<file path="src/rtl/loop_gain_detector.sv">
// Two-channel I/Q correlator for loop-gain measurement: probe samples are multiplied by an
// NCO cos/sin reference and summed over n_samples; software forms the gain ratio from the sums.
module loop_gain_detector #(
  parameter int DATA_W  = 12,
  parameter int COEF_W  = 12,
  parameter int PHASE_W = 16,
  parameter int LUT_AW  = 8,
  parameter int ACC_W   = 40,
  parameter int CNT_W   = 16
) (
  input  logic                      clk,
  input  logic                      rst_n,
  input  logic                      start,
  input  logic [PHASE_W-1:0]        ftw,
  input  logic [CNT_W-1:0]          n_samples,
  input  logic                      smp_valid,
  input  logic signed [DATA_W-1:0]  smp_in,
  input  logic signed [DATA_W-1:0]  smp_out,
  output logic                      busy,
  output logic                      done,
  output logic signed [ACC_W-1:0]   i_in,
  output logic signed [ACC_W-1:0]   q_in,
  output logic signed [ACC_W-1:0]   i_out,
  output logic signed [ACC_W-1:0]   q_out,
  output logic                      overflow
);

  localparam int LUT_N  = 2 ** LUT_AW;
  localparam int PROD_W = DATA_W + COEF_W;
  localparam longint PI_FX = 64'sd3373259426;
  localparam logic [1:0] ST_IDLE  = 2'd0;
  localparam logic [1:0] ST_RUN   = 2'd1;
  localparam logic [1:0] ST_DRAIN = 2'd2;
  localparam logic signed [ACC_W-1:0] ACC_MAX = {1'b0, {(ACC_W-1){1'b1}}};
  localparam logic signed [ACC_W-1:0] ACC_MIN = {1'b1, {(ACC_W-1){1'b0}}};

  // Folds the angle into the first quadrant, then a Q30 Taylor series gives cos, rounded to COEF_W.
  function automatic logic signed [COEF_W-1:0] lut_cos(input int k);
    longint m, a, x2, term, sum, amp, v;
    logic neg;
    m   = longint'((k + LUT_N) % LUT_N);
    neg = 1'b0;
    if (m > longint'(LUT_N / 2)) m = longint'(LUT_N) - m;
    if (m > longint'(LUT_N / 4)) begin
      m   = longint'(LUT_N / 2) - m;
      neg = 1'b1;
    end
    a    = (PI_FX * 64'sd2 * m) / longint'(LUT_N);
    x2   = (a * a) >>> 30;
    term = 64'sd1 <<< 30;
    sum  = term;
    for (int n = 1; n <= 12; n++) begin
      term = -((term * x2) >>> 30) / longint'((2 * n - 1) * (2 * n));
      sum  = sum + term;
    end
    amp = (64'sd1 <<< (COEF_W - 1)) - 64'sd1;
    v   = (amp * sum + (64'sd1 <<< 29)) >>> 30;
    if (neg) v = -v;
    return COEF_W'(v);
  endfunction

  function automatic logic [ACC_W:0] sat_add(input logic signed [ACC_W-1:0] acc,
                                             input logic signed [PROD_W-1:0] p);
    logic signed [ACC_W:0] s;
    s = $signed({acc[ACC_W-1], acc}) + $signed({{(ACC_W + 1 - PROD_W){p[PROD_W-1]}}, p});
    if (s[ACC_W] != s[ACC_W-1]) return {1'b1, (s[ACC_W] ? ACC_MIN : ACC_MAX)};
    return {1'b0, s[ACC_W-1:0]};
  endfunction

  logic signed [COEF_W-1:0] cos_lut [LUT_N];
  logic signed [COEF_W-1:0] sin_lut [LUT_N];

  for (genvar g = 0; g < LUT_N; g++) begin : g_lut
    assign cos_lut[g] = lut_cos(g);
    assign sin_lut[g] = lut_cos(g - LUT_N / 4);
  end

  logic [1:0]         state, drain_cnt;
  logic [CNT_W-1:0]   remaining;
  logic [PHASE_W-1:0] phase, ftw_r;
  logic               accept, start_go;
  logic [LUT_AW-1:0]  lut_idx;

  logic                     vld_s1, vld_s2;
  logic signed [DATA_W-1:0] x_in_s1, x_out_s1;
  logic signed [COEF_W-1:0] cos_s1, sin_s1;
  logic signed [PROD_W-1:0] ext_in, ext_out, ext_cos, ext_sin;
  logic signed [PROD_W-1:0] p_ic, p_is, p_oc, p_os;
  logic signed [ACC_W-1:0]  acc_ic, acc_is, acc_oc, acc_os;
  logic [ACC_W:0]           sum_ic, sum_is, sum_oc, sum_os;

  assign busy     = (state != ST_IDLE);
  assign accept   = (state == ST_RUN) && smp_valid;
  assign start_go = (state == ST_IDLE) && start;
  assign lut_idx  = phase[PHASE_W-1 -: LUT_AW];

  assign ext_in  = $signed({{COEF_W{x_in_s1[DATA_W-1]}}, x_in_s1});
  assign ext_out = $signed({{COEF_W{x_out_s1[DATA_W-1]}}, x_out_s1});
  assign ext_cos = $signed({{DATA_W{cos_s1[COEF_W-1]}}, cos_s1});
  assign ext_sin = $signed({{DATA_W{sin_s1[COEF_W-1]}}, sin_s1});

  assign sum_ic = sat_add(acc_ic, p_ic);
  assign sum_is = sat_add(acc_is, p_is);
  assign sum_oc = sat_add(acc_oc, p_oc);
  assign sum_os = sat_add(acc_os, p_os);

  // Control FSM; published results only change on a completed run or a zero-length start.
  always_ff @(posedge clk or negedge rst_n) begin
    if (!rst_n) begin
      state     <= ST_IDLE;
      drain_cnt <= '0;
      remaining <= '0;
      phase     <= '0;
      ftw_r     <= '0;
      done      <= 1'b0;
      i_in      <= '0;
      q_in      <= '0;
      i_out     <= '0;
      q_out     <= '0;
    end else begin
      done <= 1'b0;
      case (state)
        ST_IDLE: begin
          if (start) begin
            if (n_samples != '0) begin
              ftw_r     <= ftw;
              remaining <= n_samples;
              phase     <= '0;
              state     <= ST_RUN;
            end else begin
              i_in  <= '0;
              q_in  <= '0;
              i_out <= '0;
              q_out <= '0;
              done  <= 1'b1;
            end
          end
        end
        ST_RUN: begin
          if (smp_valid) begin
            phase     <= phase + ftw_r;
            remaining <= remaining - CNT_W'(1);
            if (remaining == CNT_W'(1)) begin
              state     <= ST_DRAIN;
              drain_cnt <= '0;
            end
          end
        end
        ST_DRAIN: begin
          if (drain_cnt == 2'd2) begin
            state <= ST_IDLE;
            done  <= 1'b1;
            i_in  <= acc_ic;
            q_in  <= acc_is;
            i_out <= acc_oc;
            q_out <= acc_os;
          end else begin
            drain_cnt <= drain_cnt + 2'd1;
          end
        end
        default: state <= ST_IDLE;
      endcase
    end
  end

  always_ff @(posedge clk or negedge rst_n) begin
    if (!rst_n) begin
      vld_s1   <= 1'b0;
      x_in_s1  <= '0;
      x_out_s1 <= '0;
      cos_s1   <= '0;
      sin_s1   <= '0;
      vld_s2   <= 1'b0;
      p_ic     <= '0;
      p_is     <= '0;
      p_oc     <= '0;
      p_os     <= '0;
    end else begin
      vld_s1 <= accept;
      if (accept) begin
        x_in_s1  <= smp_in;
        x_out_s1 <= smp_out;
        cos_s1   <= cos_lut[lut_idx];
        sin_s1   <= sin_lut[lut_idx];
      end
      vld_s2 <= vld_s1;
      if (vld_s1) begin
        p_ic <= ext_in * ext_cos;
        p_is <= ext_in * ext_sin;
        p_oc <= ext_out * ext_cos;
        p_os <= ext_out * ext_sin;
      end
    end
  end

  // Accumulators clear on any accepted start; overflow stays set until the next one.
  always_ff @(posedge clk or negedge rst_n) begin
    if (!rst_n) begin
      acc_ic   <= '0;
      acc_is   <= '0;
      acc_oc   <= '0;
      acc_os   <= '0;
      overflow <= 1'b0;
    end else if (start_go) begin
      acc_ic   <= '0;
      acc_is   <= '0;
      acc_oc   <= '0;
      acc_os   <= '0;
      overflow <= 1'b0;
    end else if (vld_s2) begin
      acc_ic   <= sum_ic[ACC_W-1:0];
      acc_is   <= sum_is[ACC_W-1:0];
      acc_oc   <= sum_oc[ACC_W-1:0];
      acc_os   <= sum_os[ACC_W-1:0];
      overflow <= overflow | sum_ic[ACC_W] | sum_is[ACC_W] | sum_oc[ACC_W] | sum_os[ACC_W];
    end
  end

endmodule

</file>
<file path="config.mk">
export PLATFORM = sky130hd
export DESIGN_NAME = loop_gain_detector
export DESIGN_NICKNAME = d
export VERILOG_FILES = /design/src/rtl/loop_gain_detector.sv
export SDC_FILE = /design/constraint.sdc
export NUM_CORES = 2
export LEC_CHECK = 0
export BUFFER_PORTS_ARGS = -buffer_cell sky130_fd_sc_hd__buf_4
export CAP_MARGIN = 10
export CELL_PAD_IN_SITES_DETAIL_PLACEMENT = 1
export CELL_PAD_IN_SITES_GLOBAL_PLACEMENT = 2
export CORE_ASPECT_RATIO = 0.75
export CORE_MARGIN = 5
export CORE_UTILIZATION = 43
export DETAILED_ROUTE_END_ITERATION = 6
export PLACE_DENSITY_LB_ADDON = 0.1
export SLEW_MARGIN = 5
export SYNTH_ARGS = -nofsm -noshare
export SYNTH_HDL_FRONTEND = slang
export SYNTH_SLANG_ARGS = --single-unit
</file>
<file path="constraint.sdc">
create_clock -name clk -period 16.15 [get_ports clk]
set_clock_uncertainty 0.15 [all_clocks]
set_input_delay 3.23 -clock clk [delete_from_list [all_inputs] [get_ports clk]]
set_output_delay 3.23 -clock clk [all_outputs]
set_load 0.005 [all_outputs]
</file>
Word-level counts from Yosys, hierarchy flattened
Memory sizes are Yosys's and may differ from the RTL's. A register that Yosys moved wholly into a read port is not among the register bits.
Cells that the tools add are included.
{"block": "classes", "n_addsub": 7, "multipliers": 4, "eq_ne": 15, "mux": 58, "bitwise": 5, "reduce_logical": 16}
{"operator": "$mux W40", "n": 18}
{"operator": "$mux W41", "n": 8}
{"operator": "$pmux W40 S2", "n": 4}
{"operator": "$add A40 B24 Y41", "n": 4}
{"operator": "$mul A12 B12 Y24", "n": 4}
{"operator": "$mux W16", "n": 6}
{"operator": "$pmux W16 S2", "n": 2}
{"operator": "$add A16 B16 Y16", "n": 1}
{"operator": "$eq A16 B1 Y1 const B", "n": 1}
{"operator": "$mux W2", "n": 8}
{"operator": "$reduce_bool A16 Y1", "n": 1}
{"operator": "$sub A16 B1 Y16 const B", "n": 1}
{"operator": "$reduce_and A4 Y1", "n": 3}
{"operator": "$ne A2 B2 Y1 const B", "n": 5}
{"operator": "$reduce_bool A2 Y1", "n": 5}
{"operator": "$mux W1", "n": 9}
{"operator": "$not A8 Y9", "n": 1}
{"operator": "$pmux W2 S3", "n": 1}
{"operator": "$reduce_and A5 Y1", "n": 1}
{"operator": "$eq A2 B2 Y1 const B", "n": 2}
{"operator": "$ne A1 B1 Y1", "n": 4}
{"operator": "$ne A2 B1 Y1 const B", "n": 2}
{"operator": "$or A1 B1 Y1", "n": 4}
{"operator": "$pmux W2 S2", "n": 1}
{"operator": "7 further kinds", "n": 9}
{"block": "word_totals", "register_bits": 496, "romBits": 6144, "input_bits": 60, "out_inout_bits": 163, "wordCells": 130, "mem_count": 2}
{"name": "(name not given)", "words": 256, "word_bits": 12, "read_ports": 1, "rd_ports_with_merged_regs": 1, "wr": 0, "line": "184", "rtl": "sin_s1 <= sin_lut[lut_idx];"}
{"name": "(name not given)", "words": 256, "word_bits": 12, "read_ports": 1, "rd_ports_with_merged_regs": 1, "wr": 0, "line": "183", "rtl": "cos_s1 <= cos_lut[lut_idx];"}

Longest topological paths before layout
{"block": "logic_depth", "word_depth": 10, "depth_mapped": 25, "ltp_nobuf": 23}

Worst setup path after synthesis
No wires, ideal clock.
{"block": "synth_timing", "path_kind": "register to register", "from": "register cos_s1[4]", "to": "register p_ic[20]", "setup_ns": 0.120, "arrival_time_ns": 5.582, "required_time_ns": 15.880, "slack_ns": 10.298, "path_stages_with_launch": 22, "path_buffers": 2, "period_less_slack_ns": 5.852, "cell_sequence": "dfrtp_1 clkbuf_1 clkbuf_1 nand2_1 fa_1 fa_1 inv_1 fa_1 fa_1 inv_1 fa_1 inv_1 ha_1 a21o_1 a21oi_1 o21ai_0 a41o_1 o41ai_1 nor2b_1 o21a_1 or3_1 a31o_2"}
{"block": "synth_between", "elab_chain_len": 1}
{"element": "start, declared", "line": "86", "rtl": "logic signed [COEF_W-1:0] cos_s1, sin_s1;"}
{"element": "$mul A12 B12 Y24", "line": "188", "rtl": "p_ic <= ext_in * ext_cos;"}
{"element": "end signal, assigned", "line": "188"}
{"element": "end, declared", "line": "88", "rtl": "logic signed [PROD_W-1:0] p_ic, p_is, p_oc, p_os;"}
No other way between the ends.
A chain may end at the register's enable or synchronous reset.

Worst setup path after layout
{"block": "layout_timing", "from": "register sin_s1[0]", "to": "register p_is[23]"}
{"block": "layout_between", "elab_chain_len": 1}
{"element": "start, declared", "line": "86"}
{"element": "$mul A12 B12 Y24", "line": "189", "rtl": "p_is <= ext_in * ext_sin;"}
{"element": "end signal, assigned", "line": "189"}
{"element": "end, declared", "line": "88"}
No other way between the ends.

==> results by group <==
Status
  • Result of the run: completed

Logic synthesis
  • Synthesized net count: 7381
  • Synth async-reset ratio: 100.0%
  • Post-Syn Area per Cell: 8.463 µm²
  • Yosys cell types: 95
  • Sequential area share after synthesis: 24.15%
  • Post-synth EDFFs: 0
  • Mapped Area: 53880 µm²
  • Top FF cell, synth: dfrtp_1
  • Syn. warnings: 0
  • Mapped Cells: 6367
  • #FFs+latches synth: 520

Routing
  • Vias per cell: 5.488
  • Via count: 44347
  • Residual DRC: 0
  • Drt first-iter violations: 2911
  • Routed WL: 165300 µm
  • Wire length per cell: 20.46 µm
  • Antenna-violating nets left: 0
  • First-pass DRT Iterations: 6

STA
  • Worst slew pin tran: 1255 ps
  • RSZ-0062 raised after global routing: no
  • Setup TNS: 0 ps
  • Max Slew Vio Count: 0
  • Max Freq: 0.1459 GHz
  • Slew HR: 16.35%
  • Final Hold Viols: 0
  • Minimum clock period after layout: 6853 ps
  • Setup Viol. Count Final: 0
  • Final cycle utilization of the critical path: 42.43%

Final layout
  • Layout cell share with drive strength beyond 1: 8.575%
  • Filler instances: 14742
  • Nets@finish: 7389
  • Final non-filler cell total: 8080
  • Cell area after layout: 59350 µm²
  • Final core utilization: 47.69%
  • Syn-to-layout area delta: 10.14%

Floorplan
  • Die Y: 316.6 µm
  • DIE AREA: 132600 µm²
  • Initial Util: 43.30%
  • Core box area: 124400 µm²
  • Top-Level Pins: 223
  • Die Wd: 418.8 µm
  • Std-Cell Rows: 112

Critical path
  • Critical path class: register to register
  • Arrival @ worst endpoint: 7270 ps
  • R2R Setup Slk: 9300 ps
  • Worst Path Max Fanout: 25
  • Req. time, crit path: 16570 ps
  • Worst Setup End Kind: register
  • Crit path launch type: register

Clocking
  • Hold Buf Count CTS: 0
  • CTS tree: built
  • Post-CTS Resized: 0
  • Worst-path clk slew: 60 ps
  • CTS sink count: 520
  • H-Tree Depth: 3
  • Clock latency on the worst-skew pair: 700 ps
  • Max clock buf depth: 3
  • # Post-CTS Setup Buffers: 0
  • CTS buffer count: 66
  • Clk root buf: clkbuf_16

Global routing
  • Vias in the first global route: 47387
  • Total track usage: 25.24%
  • Most used routing layer: met2
  • Met1 Track Usage GR: 36.49%
  • First-pass GRT wire length: 267600 µm
  • Met2 usage: 40.24%
  • Initial antenna violation count: 7
  • M3 GR Usage: 4.081%
  • Largest net degree at the start of global routing: 161
  • Total grt overflow: 0

Flow run
  • Max-cap violation count: 0

Place
  • Gpl congestion: 0.8725
  • Dpl cells: 7959
  • Post-DP HPWL: 122100 µm
  • Buffers on Ports: 222
  • Placed Area: 56920 µm²

Worst hold path
  • HP Class: register to register
-- state kept, by name, summed over array words and instances (netlist names), 40 cells and up --
name and count:
acc_ic 40, acc_is 40, acc_oc 40, acc_os 40, i_in 40, i_out 40, q_in 40, q_out 40
-- cells in the final DEF (no fill, tap or decap), types with 10 or more instances in the layout --
| cell | Yosys | final |
|---|---|---|
| a211o_1 | 14 | 14 |
| a211oi_1 | 34 | 34 |
| a21boi_0 | 11 | 11 |
| a21o_1 | 102 | 102 |
| a21oi_1 | 303 | 303 |
| a221oi_1 | 12 | 12 |
| a31oi_1 | 38 | 38 |
| and2_1 | 192 | 192 |
| and3_1 | 25 | 25 |
| buf_4 | 2 | 276 |
| bufinv_16 | 0 | 10 |
| clkbuf_16 | 0 | 68 |
| clkbuf_8 | 0 | 14 |
| dfrtp_1 | 520 | 514 |
| fa_1 | 557 | 557 |
| ha_1 | 397 | 397 |
| inv_1 | 731 | 731 |
| mux2_2 | 96 | 96 |
| mux2i_1 | 12 | 12 |
| nand2_1 | 1139 | 1138 |
| nand2b_1 | 42 | 41 |
| nand3_1 | 243 | 242 |
| nand4_1 | 31 | 31 |
| nor2_1 | 417 | 416 |
| nor2b_1 | 37 | 36 |
| nor3_1 | 67 | 67 |
| nor4_1 | 14 | 14 |
| o211ai_1 | 35 | 35 |
| o21a_1 | 30 | 29 |
| o21ai_0 | 386 | 386 |
| o21ai_1 | 59 | 59 |
| o21bai_1 | 32 | 32 |
| o311ai_0 | 10 | 10 |
| o31ai_1 | 18 | 18 |
| or2_2 | 15 | 15 |
| or3_1 | 15 | 15 |
| xnor2_1 | 185 | 185 |
| xor2_1 | 56 | 54 |
-- final timing paths --
kind	to	cells past startpoint	startpoint
worst max-delay path	p_is[23]	21	sin_s1[0]
worst min-delay path	q_out[32]	2	q_out[32]
worst max register to register	p_is[23]	21	sin_s1[0]
worst min register to register	q_out[32]	2	q_out[32]
max in group asynchronous	i_in[32]	4	rst_n
min in group asynchronous	remaining[4]	1	rst_n
-- critical path: stages, from the launching register on --
cell	delay [ps]
dfrtp_1	1110
nand2_1	200
fa_1	610
inv_1	50
ha_1	280
fa_1	540
inv_1	70
fa_1	500
fa_1	500
inv_1	40
ha_1	300
nor2b_1	140
o21ai_0	210
a21boi_0	160
o21ai_0	310
a211oi_1	160
o31ai_1	460
o21ai_0	290
nor2b_1	170
o21bai_1	90
xnor2_1	130
mux2_2	270
-- synthesized netlist by cell type, types with 185 or more instances --
| library cell | number | area, µm² |
|---|---|---|
| nand3_1 | 243 | 1216 |
| o21ai_0 | 386 | 1932 |
| nand2_1 | 1139 | 4275 |
| xnor2_1 | 185 | 1620 |
| ha_1 | 397 | 4967 |
| fa_1 | 557 | 11150 |
| nor2_1 | 417 | 1565 |
| inv_1 | 731 | 2744 |
| a21oi_1 | 303 | 1516 |
| and2_1 | 192 | 1201 |
| clkbuf_1 | 294 | 1104 |
| dfrtp_1 | 520 | 13010 |
-- layout make-up --
type | instances | area, µm² | share of cell area, %
Antenna cell | 1 | 2.502 | 0.004217
Clock buffer | 86 | 1909 | 3.217
Clock inverter | 33 | 489.2 | 0.8244
Sequential cell | 520 | 13030 | 21.95
Tap cell | 1653 | 2068 | 3.485
Inverter | 736 | 2768 | 4.664
Multi-Input combinational cell | 4770 | 36910 | 62.19
Timing Repair Buffer | 281 | 2175 | 3.664
-- through the flow --
| stage | hold WS, ps | setup slack [ps] |
|---|---|---|
| 3_3_place_gp | 300.7 | 9359 |
| 4_1_cts | 319.3 | 9287 |
| 5_1_grt | 334.1 | 8863 |
| 6_report | 311.3 | 9297 |
| 3_5_place_dp | 306.9 | 9281 |
| 2_1_floorplan | 201.9 | 10300 |
-- logic make-up (layout without fill, tap and decap cells) --
kind of cell               count (synthesis)  in the layout  synth area share, %
AOI/OAI and AO/OA                       1189           1189                13.44
other                                      0              1                    0
buffers and inverters                   1077           1136                7.584
adders and majority gates                954            954                29.91
xor gates and xnor gates                 242            242                3.947
muxes                                    112            112                2.396
DFF                                      520            520                24.15
and+or+nand+nor                         2273           2273                18.57
-- routing by layer --
metal	part of all wire, %	wire length [µm]
met5	0.021	34
met4	2.1	3389
met3	4.7	7820
met2	45	74560
met1	48	79500
Power is not shown: default switching activity piles up to over one toggle a cycle in this logic, so the estimate is an artifact.
